File: config.mk
export PLATFORM = sky130hd
export DESIGN_NAME = match_table_ctrl
export DESIGN_NICKNAME = d
export VERILOG_FILES = /design/src/rtl/match_table_ctrl.sv
export SDC_FILE = /design/constraint.sdc
export NUM_CORES = 1
export LEC_CHECK = 0
export BUFFER_PORTS_ARGS = -buffer_cell sky130_fd_sc_hd__buf_2
export CAP_MARGIN = 0
export CORE_ASPECT_RATIO = 0.9
export CORE_MARGIN = 2
export CORE_UTILIZATION = 60
export DETAILED_ROUTE_END_ITERATION = 8
export PLACE_DENSITY = 0.92
export REMOVE_ABC_BUFFERS = 1
export SLEW_MARGIN = 20
export SYNTH_ARGS = -nofsm -noshare
export SYNTH_HDL_FRONTEND = slang
export SYNTH_SLANG_ARGS = --single-unit
File: constraint.sdc
create_clock -name clk -period 13.8 [get_ports clk]
set_clock_uncertainty 0.05 [all_clocks]
set_input_delay 0.69 -clock clk [delete_from_list [all_inputs] [get_ports clk]]
set_output_delay 0.69 -clock clk [all_outputs]
set_load 0.03 [all_outputs]
File: src/rtl/match_table_ctrl.sv
// Sequencing controller for a small match table: runs one lookup/insert/delete/flush
// command at a time and returns hit, lowest index, match mask and occupancy.
module match_table_ctrl #(
  parameter int unsigned SIZE  = 8,
  parameter int unsigned WIDTH = 4,
  localparam int unsigned IW = $clog2(SIZE),
  localparam int unsigned CW = $clog2(SIZE + 1)
) (
  input  logic                         clk,
  input  logic                         rst,
  input  logic                         cmd_valid,
  output logic                         cmd_ready,
  input  logic [1:0]                   cmd_op,
  input  logic [WIDTH-1:0]             cmd_value,
  output logic                         rsp_valid,
  input  logic                         rsp_ready,
  output logic                         rsp_ok,
  output logic                         rsp_hit,
  output logic [IW-1:0]                rsp_index,
  output logic [SIZE-1:0]              rsp_mask,
  output logic [CW-1:0]                occupancy,
  output logic [SIZE-1:0][WIDTH:0]     table_q
);

  localparam logic [1:0] OpLookup = 2'b00;
  localparam logic [1:0] OpInsert = 2'b01;
  localparam logic [1:0] OpDelete = 2'b10;
  localparam logic [1:0] OpFlush  = 2'b11;

  typedef enum logic [1:0] {StIdle, StExec, StFlush, StResp} state_e;

  state_e           state_q;
  logic [1:0]       op_q;
  logic [WIDTH-1:0] value_q;
  logic [IW-1:0]    ptr_q;

  logic [SIZE-1:0]  mask;
  logic             hit;
  logic [IW-1:0]    match_idx;
  logic [IW-1:0]    free_idx;
  logic             has_free;
  logic [CW-1:0]    pop;

  // Entry layout is {valid, value}; the valid bit sits at position WIDTH.
  always_comb begin
    mask      = '0;
    match_idx = '0;
    free_idx  = '0;
    has_free  = 1'b0;
    pop       = '0;
    for (int i = 0; i < int'(SIZE); i++) begin
      mask[i] = table_q[i][WIDTH] && (table_q[i][WIDTH-1:0] == value_q);
      pop     = pop + CW'(mask[i]);
    end
    // Scan downwards so the lowest index wins.
    for (int i = int'(SIZE) - 1; i >= 0; i--) begin
      if (mask[i]) match_idx = IW'(i);
      if (!table_q[i][WIDTH]) begin
        free_idx = IW'(i);
        has_free = 1'b1;
      end
    end
    hit = |mask;
  end

  always_ff @(posedge clk or posedge rst) begin
    if (rst) begin
      state_q   <= StIdle;
      op_q      <= OpLookup;
      value_q   <= '0;
      ptr_q     <= '0;
      cmd_ready <= 1'b1;
      rsp_valid <= 1'b0;
      rsp_ok    <= 1'b0;
      rsp_hit   <= 1'b0;
      rsp_index <= '0;
      rsp_mask  <= '0;
      occupancy <= '0;
      table_q   <= '0;
    end else begin
      case (state_q)
        StIdle: begin
          if (cmd_valid) begin
            op_q      <= cmd_op;
            value_q   <= cmd_value;
            cmd_ready <= 1'b0;
            state_q   <= (cmd_op == OpFlush) ? StFlush : StExec;
          end
        end
        StExec: begin
          rsp_hit   <= hit;
          rsp_mask  <= mask;
          rsp_index <= match_idx;
          rsp_ok    <= hit;
          rsp_valid <= 1'b1;
          state_q   <= StResp;
          case (op_q)
            OpLookup: ;
            OpInsert: begin
              if (hit) begin
                rsp_ok <= 1'b1;
              end else if (has_free) begin
                table_q[free_idx] <= {1'b1, value_q};
                rsp_index         <= free_idx;
                rsp_ok            <= 1'b1;
                occupancy         <= occupancy + CW'(1);
              end else begin
                rsp_ok    <= 1'b0;
                rsp_index <= '0;
              end
            end
            OpDelete: begin
              // Only the valid bit is cleared; stale value bits never match again.
              for (int i = 0; i < int'(SIZE); i++) begin
                if (mask[i]) table_q[i][WIDTH] <= 1'b0;
              end
              occupancy <= occupancy - pop;
            end
            default: ;
          endcase
        end
        StFlush: begin
          if (table_q[ptr_q][WIDTH]) begin
            table_q[ptr_q][WIDTH] <= 1'b0;
            occupancy             <= occupancy - CW'(1);
          end
          if (ptr_q == IW'(SIZE - 1)) begin
            ptr_q     <= '0;
            rsp_ok    <= 1'b1;
            rsp_hit   <= 1'b0;
            rsp_mask  <= '0;
            rsp_index <= '0;
            rsp_valid <= 1'b1;
            state_q   <= StResp;
          end else begin
            ptr_q <= ptr_q + IW'(1);
          end
        end
        StResp: begin
          if (rsp_ready) begin
            rsp_valid <= 1'b0;
            cmd_ready <= 1'b1;
            state_q   <= StIdle;
          end
        end
        default: state_q <= StIdle;
      endcase
    end
  end

endmodule

==> flow_metrics.py, run 1 <==
metrics = {
    "routing": {
        "routed_wl_mm": 10.8,
        "antenna_left": 0,
        "dr.pass1.iters": 5,
        "drt_iter0_markers": 476,
        "via_count": 3613,
        "route.detailed.drc": 0,
        "vias_per_cell": 6.19,
        "wl_per_cell_um": 18.4,
    },
    "timing": {
        "slew_headroom_pct": 34.6,
        "fin_crit_ps": 5180,
        "setup_violations": 0,
        "tightest_slew_ps": 982,
        "fmax_mhz": 193,
        "tns_ps": 0,
        "final_hold_viol_count": 0,
        "fin_crit_sh_pct": 37.5,
        "drv_slew": 0,
        "rsz0062_at_grt": "no",
    },
    "floorplanning": {
        "io_pins": 69,
        "die_area_mm2": 0.00799,
        "die_h_um": 85.0,
        "die_width_um": 94.0,
        "fp-row-count": 29,
        "core_area_mm2": 0.00708,
        "initial_core_util_pct": 61.8,
    },
    "setup_path": {
        "worstSetupPathType": "reg2reg",
        "startpoint_type": "flop",
        "worst-r2r-cell-count": 18,
        "crit_buf_inv": 3,
        "worstSetupStartpoint": "value_q[0]",
        "slowest_delay_ps": 810,
        "critPathTopFamily": "adder cells",
        "reg2reg_from": "value_q[0]",
        "worstPathArrival_ps": 5360,
        "timing.critical_path.to": "occupancy[3]",
        "cp_num_cells": 18,
        "cp_common_cell": "fa_1",
        "cp_slowest_cell": "dfrtp_1",
        "cp_cell_sequence": "xnor2_1 > nand3_1 > nor3_1 > fa_1 > fa_1 > inv_1 > fa_1 > inv_1 > fa_1 > inv_1 > ha_1 > nand2_1 > o21ai_0 > xor2_1 > a21oi_1 > o22ai_1 > a31oi_1 > o211ai_1",
        "r2r_slack_ps": 8620,
        "crit_fanout": 17,
        "r2r-end": "occupancy[3]",
        "end_kind": "flop",
        "cp.required_ps": 13980,
    },
    "cts": {
        "cts.hold.buffers_added": 0,
        "ctsResizeCount": 0,
        "cts_max_level": 3,
        "post_cts_buffers": 0,
        "cts_buffers": 9,
        "cts_tree": "yes",
        "clkLatencyLatePin_ps": 360,
        "clockRootBuffer": "clkbuf_8",
        "clk_pin_slew_ps": 80,
        "clock-sinks": 70,
        "clockBufferDepth": 2,
    },
    "synthesis": {
        "ys_ff_latch": 70,
        "synth.avg_cell_area_um2": 10.2,
        "synth_ff_type": "dfrtp_1",
        "yosysTopAreaCell": "dfrtp_1",
        "yosysWarnings": 0,
        "synth_area_leaders": "dfrtp_1 (39%), mux2_2 (11%), ha_1 (4.9%)",
        "synth-edff-count": 0,
        "synth_top_area_share_pct": 39.5,
        "postSynthCellCount": 431,
        "synth_area_mm2": 0.00438,
        "synthDistinctLibCells": 51,
        "async_reset_ff_share_pct": 100,
        "seq_area_frac_synth_pct": 40.1,
    },
    "cells_and_area": {
        "regArea_mm2": 0.00175,
        "layout_commonest_cell": "dfrtp_1",
        "area_growth_pct": 12.4,
        "antennaDiodeCount": 0,
        "layout_common_cells": "dfrtp_1 (69), buf_2 (68), mux2_2 (42)",
        "layout-drive-gt1-share_pct": 29.1,
        "multi_input_area_mm2": 0.00239,
        "utilization_pct": 69.5,
        "fillers": 520,
        "layout.nets": 521,
    },
    "global_route": {
        "grt_pass1_vias": 3541,
        "grt_use_total_pct": 28.8,
        "antenna_found_initial": 0,
        "grt-ovfl-total": 0,
        "grt_pass1_wl_mm": 17.8,
        "grt_max_degree": 71,
    },
    "min_path": {
        "hp-class": "reg2reg",
    },
    "place": {
        "gp_congestion": 0.935,
        "io_buffers": 68,
        "dp_hpwl_mm": 7.74,
    },
    "status": {
        "status": "finished clean",
    },
    "job": {
        "max_cap_violations": 0,
    },
}
-- metrics by stage --
stage,hold WS [ps],setup slack (ps),cells,area (µm²)
after floorplan,456,9320,405,4250
after global placement,408,8920,568,4720
after detailed placement,430,8700,568,4720
after CTS,447,8700,584,4920
after global routing,463,8270,584,4920
final,446,8620,584,4920
-- synth_stat cells, types with 3 or more instances --
cell      count
buf_6         3
o211ai_1      3
nand2b_1      5
clkbuf_1     22
xnor2_1      16
nor2_1       16
a31oi_1      13
nand3b_1      3
nand3_1      12
nand4_1       3
o21ai_0      30
nand2_1      33
ha_1         17
a22o_1        3
xor2_1       22
fa_1          8
or3_1         3
inv_1        29
o31ai_1       3
nor3_1       11
a32oi_1       5
dfrtp_1      69
a21oi_1      20
or3b_2        3
mux2_2       42
-- sequential cells by signal, summed over array words and instances (netlist names) --
name	count
table_q	40
rsp_mask	8
occupancy	4
value_q	4
ptr_q	3
rsp_index	3
op_q	2
state_q	2
cmd_ready	1
rsp_hit	1
rsp_ok	1
rsp_valid	1
-- logic make-up (layout without fill, tap and decap cells) --
logic type                 Yosys count  count (layout)  share of synthesized area, %
and+or+nand+nor                    104             104                          12.5
adders and majority gates           25              25                          8.52
buffers and inverters               55             115                          5.32
DFF                                 70              70                          40.1
muxes                               46              46                          12.3
xor gates and xnor gates            38              38                          7.61
AOI/OAI and AO/OA                   93              93                          13.7
-- worst min path at each step --
stage,start,to,slack (ps),cells after the start
4_1_cts,rsp_mask[5],rsp_mask[5],450,2
2_1_floorplan,op_q[1],op_q[1],460,1
5_1_grt,rsp_mask[5],rsp_mask[5],460,2
3_5_place_dp,rsp_mask[5],rsp_mask[5],430,2
3_3_place_gp,rsp_hit,rsp_hit,410,2
6_report,rsp_mask[1],rsp_mask[1],450,2
-- cell type report --
type,instances,area share [%]
sequential,70,35.7
tap,93,2.37
timing repair buffer,70,7.23
multi-input combinational,306,48.6
inverter,29,2.21
clock inverter,5,0.840
clock buffer,11,3.08
-- worst min-delay path: stages, from the launching register on --
cell     delay, ps
dfrtp_1        350
nand2_1         50
o21ai_0         70
-- metal layers --
layer  track usage [%]  routed length (µm)
met1              39.6                4440
met2              44.9                5030
met3              7.64                1000
met4              9.62                 282
met5                 0                   0
Power of run 1 is not shown: default switching activity piles up to over one toggle a cycle in this logic, so the estimate is an artifact.
==> inputs of run 2 (changes only) <==
- ABC_AREA: unset -> 1
- CORE_UTILIZATION: 60 -> 59
- PLACE_DENSITY: 0.92 -> 0.9
- clock period: 13.8 -> 5 ns (I/O delays scaled with it)
==> run 2 against run 1 <==
Critical path type unchanged; worst hold slack lost 350 ps; cell area increased by 13%; maximum frequency up 13%; via count up 36%; final cell count is 44% higher; first-iteration DRC count up 29%; non-clock buffer count increased by 3; register-to-register slack got worse by 8200 ps; sequential share of layout area is 4.2 points lower.
==> flow_metrics.py, run 2 <==
metrics = {
    "floorplanning": {
        "core_area_mm2": 0.00815,
        "die_width_um": 101,
        "fp-row-count": 31,
        "initial_core_util_pct": 61.2,
        "die_area_mm2": 0.00921,
        "io_pins": 69,
        "die_h_um": 91.2,
    },
    "synthesis": {
        "synth_ff_type": "dfrtp_1",
        "postSynthCellCount": 676,
        "synth.avg_cell_area_um2": 7.38,
        "synth_top_area_share_pct": 34.6,
        "yosysTopAreaCell": "dfrtp_1",
        "seq_area_frac_synth_pct": 35.1,
        "synthDistinctLibCells": 42,
        "yosysWarnings": 0,
        "synth-edff-count": 0,
        "ys_ff_latch": 70,
        "synth.top_cells.by_count": "nand2_1 (206), inv_1 (93), dfrtp_1 (69)",
        "synth_area_mm2": 0.00499,
        "async_reset_ff_share_pct": 100,
        "synth.most_common_cell": "nand2_1",
        "synth_area_leaders": "dfrtp_1 (35%), nand2_1 (16%), inv_1 (7.0%)",
    },
    "place": {
        "gp_congestion": 0.973,
        "dp_hpwl_mm": 9.90,
        "placedCellCount": 826,
        "io_buffers": 68,
    },
    "min_path": {
        "holdCritStartpoint": "cmd_value[3]",
        "hp-class": "in2reg",
    },
    "setup_path": {
        "crit_fanout": 10,
        "worstSetupPathType": "reg2reg",
        "startpoint_type": "flop",
        "end_kind": "flop",
        "worstSetupStartpoint": "value_q[0]",
        "reg2reg_from": "value_q[0]",
        "worstPathArrival_ps": 4830,
        "cp.required_ps": 5250,
    },
    "power_and_ir_drop": {
        "p_comb_share_pct": 61.0,
        "power_density_mw_per_mm2": 659,
        "p_leak_nw": 3.04,
        "switchingPower_w": 0.00202,
        "swShare_pct": 54.9,
        "p_int_w": 0.00166,
        "pwr-share-seq_pct": 26.1,
        "ir_drop_v": 0.000515,
        "clkPwrFrac_pct": 12.9,
    },
    "timing": {
        "rsz0062_at_grt": "no",
        "slew_headroom_pct": 40.5,
        "fin_crit_sh_pct": 91.6,
        "fmax_mhz": 218,
        "tns_ps": 0,
        "tightest_slew_ps": 893,
        "drv_slew": 0,
        "final_hold_viol_count": 0,
        "fin_crit_ps": 4580,
        "setup_violations": 0,
    },
    "global_route": {
        "grt_max_degree": 71,
        "antenna_found_initial": 0,
        "grt_pass1_vias": 4596,
        "grt_pass1_wl_mm": 21.7,
        "grt_use_total_pct": 30.0,
        "grt-ovfl-total": 0,
    },
    "job": {
        "max_cap_violations": 0,
    },
    "cts": {
        "cts_max_level": 3,
        "clk_pin_slew_ps": 80,
        "ctsResizeCount": 0,
        "clock-sinks": 70,
        "cts_tree": "yes",
        "post_cts_buffers": 0,
        "clkLatencyLatePin_ps": 360,
        "clockRootBuffer": "clkbuf_8",
        "cts_buffers": 9,
        "clockBufferDepth": 2,
        "cts.hold.buffers_added": 0,
    },
    "cells_and_area": {
        "fillers": 645,
        "regMostFlops": "table_q",
        "layout.nets": 774,
        "antennaDiodeCount": 0,
        "layout_commonest_cell": "nand2_1",
        "instances_no_fill": 843,
        "reg_top3": "table_q (40), rsp_mask (8)",
        "largest_reg_flops": 40,
        "layout-drive-gt1-share_pct": 16.8,
        "area_growth_pct": 11.8,
        "layout_common_cells": "nand2_1 (206), inv_1 (92), dfrtp_1 (69)",
    },
    "status": {
        "status": "finished clean",
    },
    "routing": {
        "routed_wl_mm": 13.4,
        "wl_met3_mm": 1.07,
        "antenna_left": 0,
        "drt_iter0_markers": 612,
        "vias_per_cell": 5.82,
        "route.detailed.drc": 0,
        "dr.pass1.iters": 6,
        "routed.top_layer": "met4",
        "via_count": 4910,
        "wl_met1_mm": 5.46,
        "wl_per_cell_um": 15.9,
        "wl_met2_mm": 6.48,
    },
}
run 2: worst max-delay path, stage by stage, from the launching register on:
cell and delay, ps:
dfrtp_1 570, inv_4 110, nor2_1 110, nor3_1 60, nand4_1 130, clkinv_1 150
fa_1 470, fa_1 510, inv_1 50, fa_1 470, inv_1 60, fa_1 530
inv_1 40, ha_1 280, o21ai_0 120, nand2_1 90, a21oi_1 160, xor2_1 160
nand2_1 60, a22oi_1 180, nand3_1 110, nand2_1 70
run 2: power groups by stage:
| stage | clock network (W) | registers [W] | logic [W] |
|---|---|---|---|
| after CTS | 0.000477 | 0.000953 | 0.00217 |
| after floorplan | 0 | 0.00114 | 0.00140 |
| after global placement | 0 | 0.000948 | 0.00205 |
| after detailed placement | 0 | 0.000962 | 0.00215 |
| final | 0.000475 | 0.000959 | 0.00224 |
| after global routing | 0.000500 | 0.000984 | 0.00246 |
run 2: cell families (layout without fill, tap and decap cells):
family	count (synthesis)	in the layout	share of synthesized area, %
buffers and inverters	122	190	10.5
AND/OR/NAND/NOR	362	362	35.5
flip-flops	70	70	35.1
adder cells (fa/ha/maj)	25	25	7.48
AO/OA/AOI/OAI	87	87	9.56
XOR/XNOR	10	10	1.76
run 2: layout make-up:
| type | instances | area [µm²] | area share [%] |
|---|---|---|---|
| clock buffer | 11 | 141 | 2.54 |
| clock inverter | 5 | 58.8 | 1.05 |
| inverter | 101 | 389 | 6.98 |
| multi-input combinational | 484 | 2720 | 48.8 |
| sequential | 70 | 1750 | 31.4 |
| tap | 99 | 124 | 2.22 |
| timing repair buffer | 73 | 390 | 7.00 |
run 2: final timing paths:
check	depth (start not counted)	slack (ps)	to
max reg2reg	21	420	occupancy[3]
min in group asynchronous	3	100	table_q[36]
min reg2reg	2	430	rsp_index[2]
max	21	420	occupancy[3]
min	3	90	value_q[3]
max in group asynchronous	3	4210	rsp_mask[5]
run 2: stage by stage:
stage	hold WS (ps)	setup slack (ps)	util (%)	power, W	area [µm²]
after floorplan	359	712	-	0.00253	4850
after global placement	407	706	65.7	0.00300	5350
after detailed placement	419	505	65.7	0.00311	5350
after CTS	89.7	481	68.2	0.00360	5550
after global routing	112	206	68.4	0.00395	5570
final	92.5	422	68.4	0.00367	5570
run 2: per-layer routing:
metal	GRT usage (%)	vias to the layer above
met5	0	-
met4	15.3	0
met3	5.47	35
met1	40.0	2335
met2	46.7	247
li1	-	2293
(Power assumes the default switching activity.)
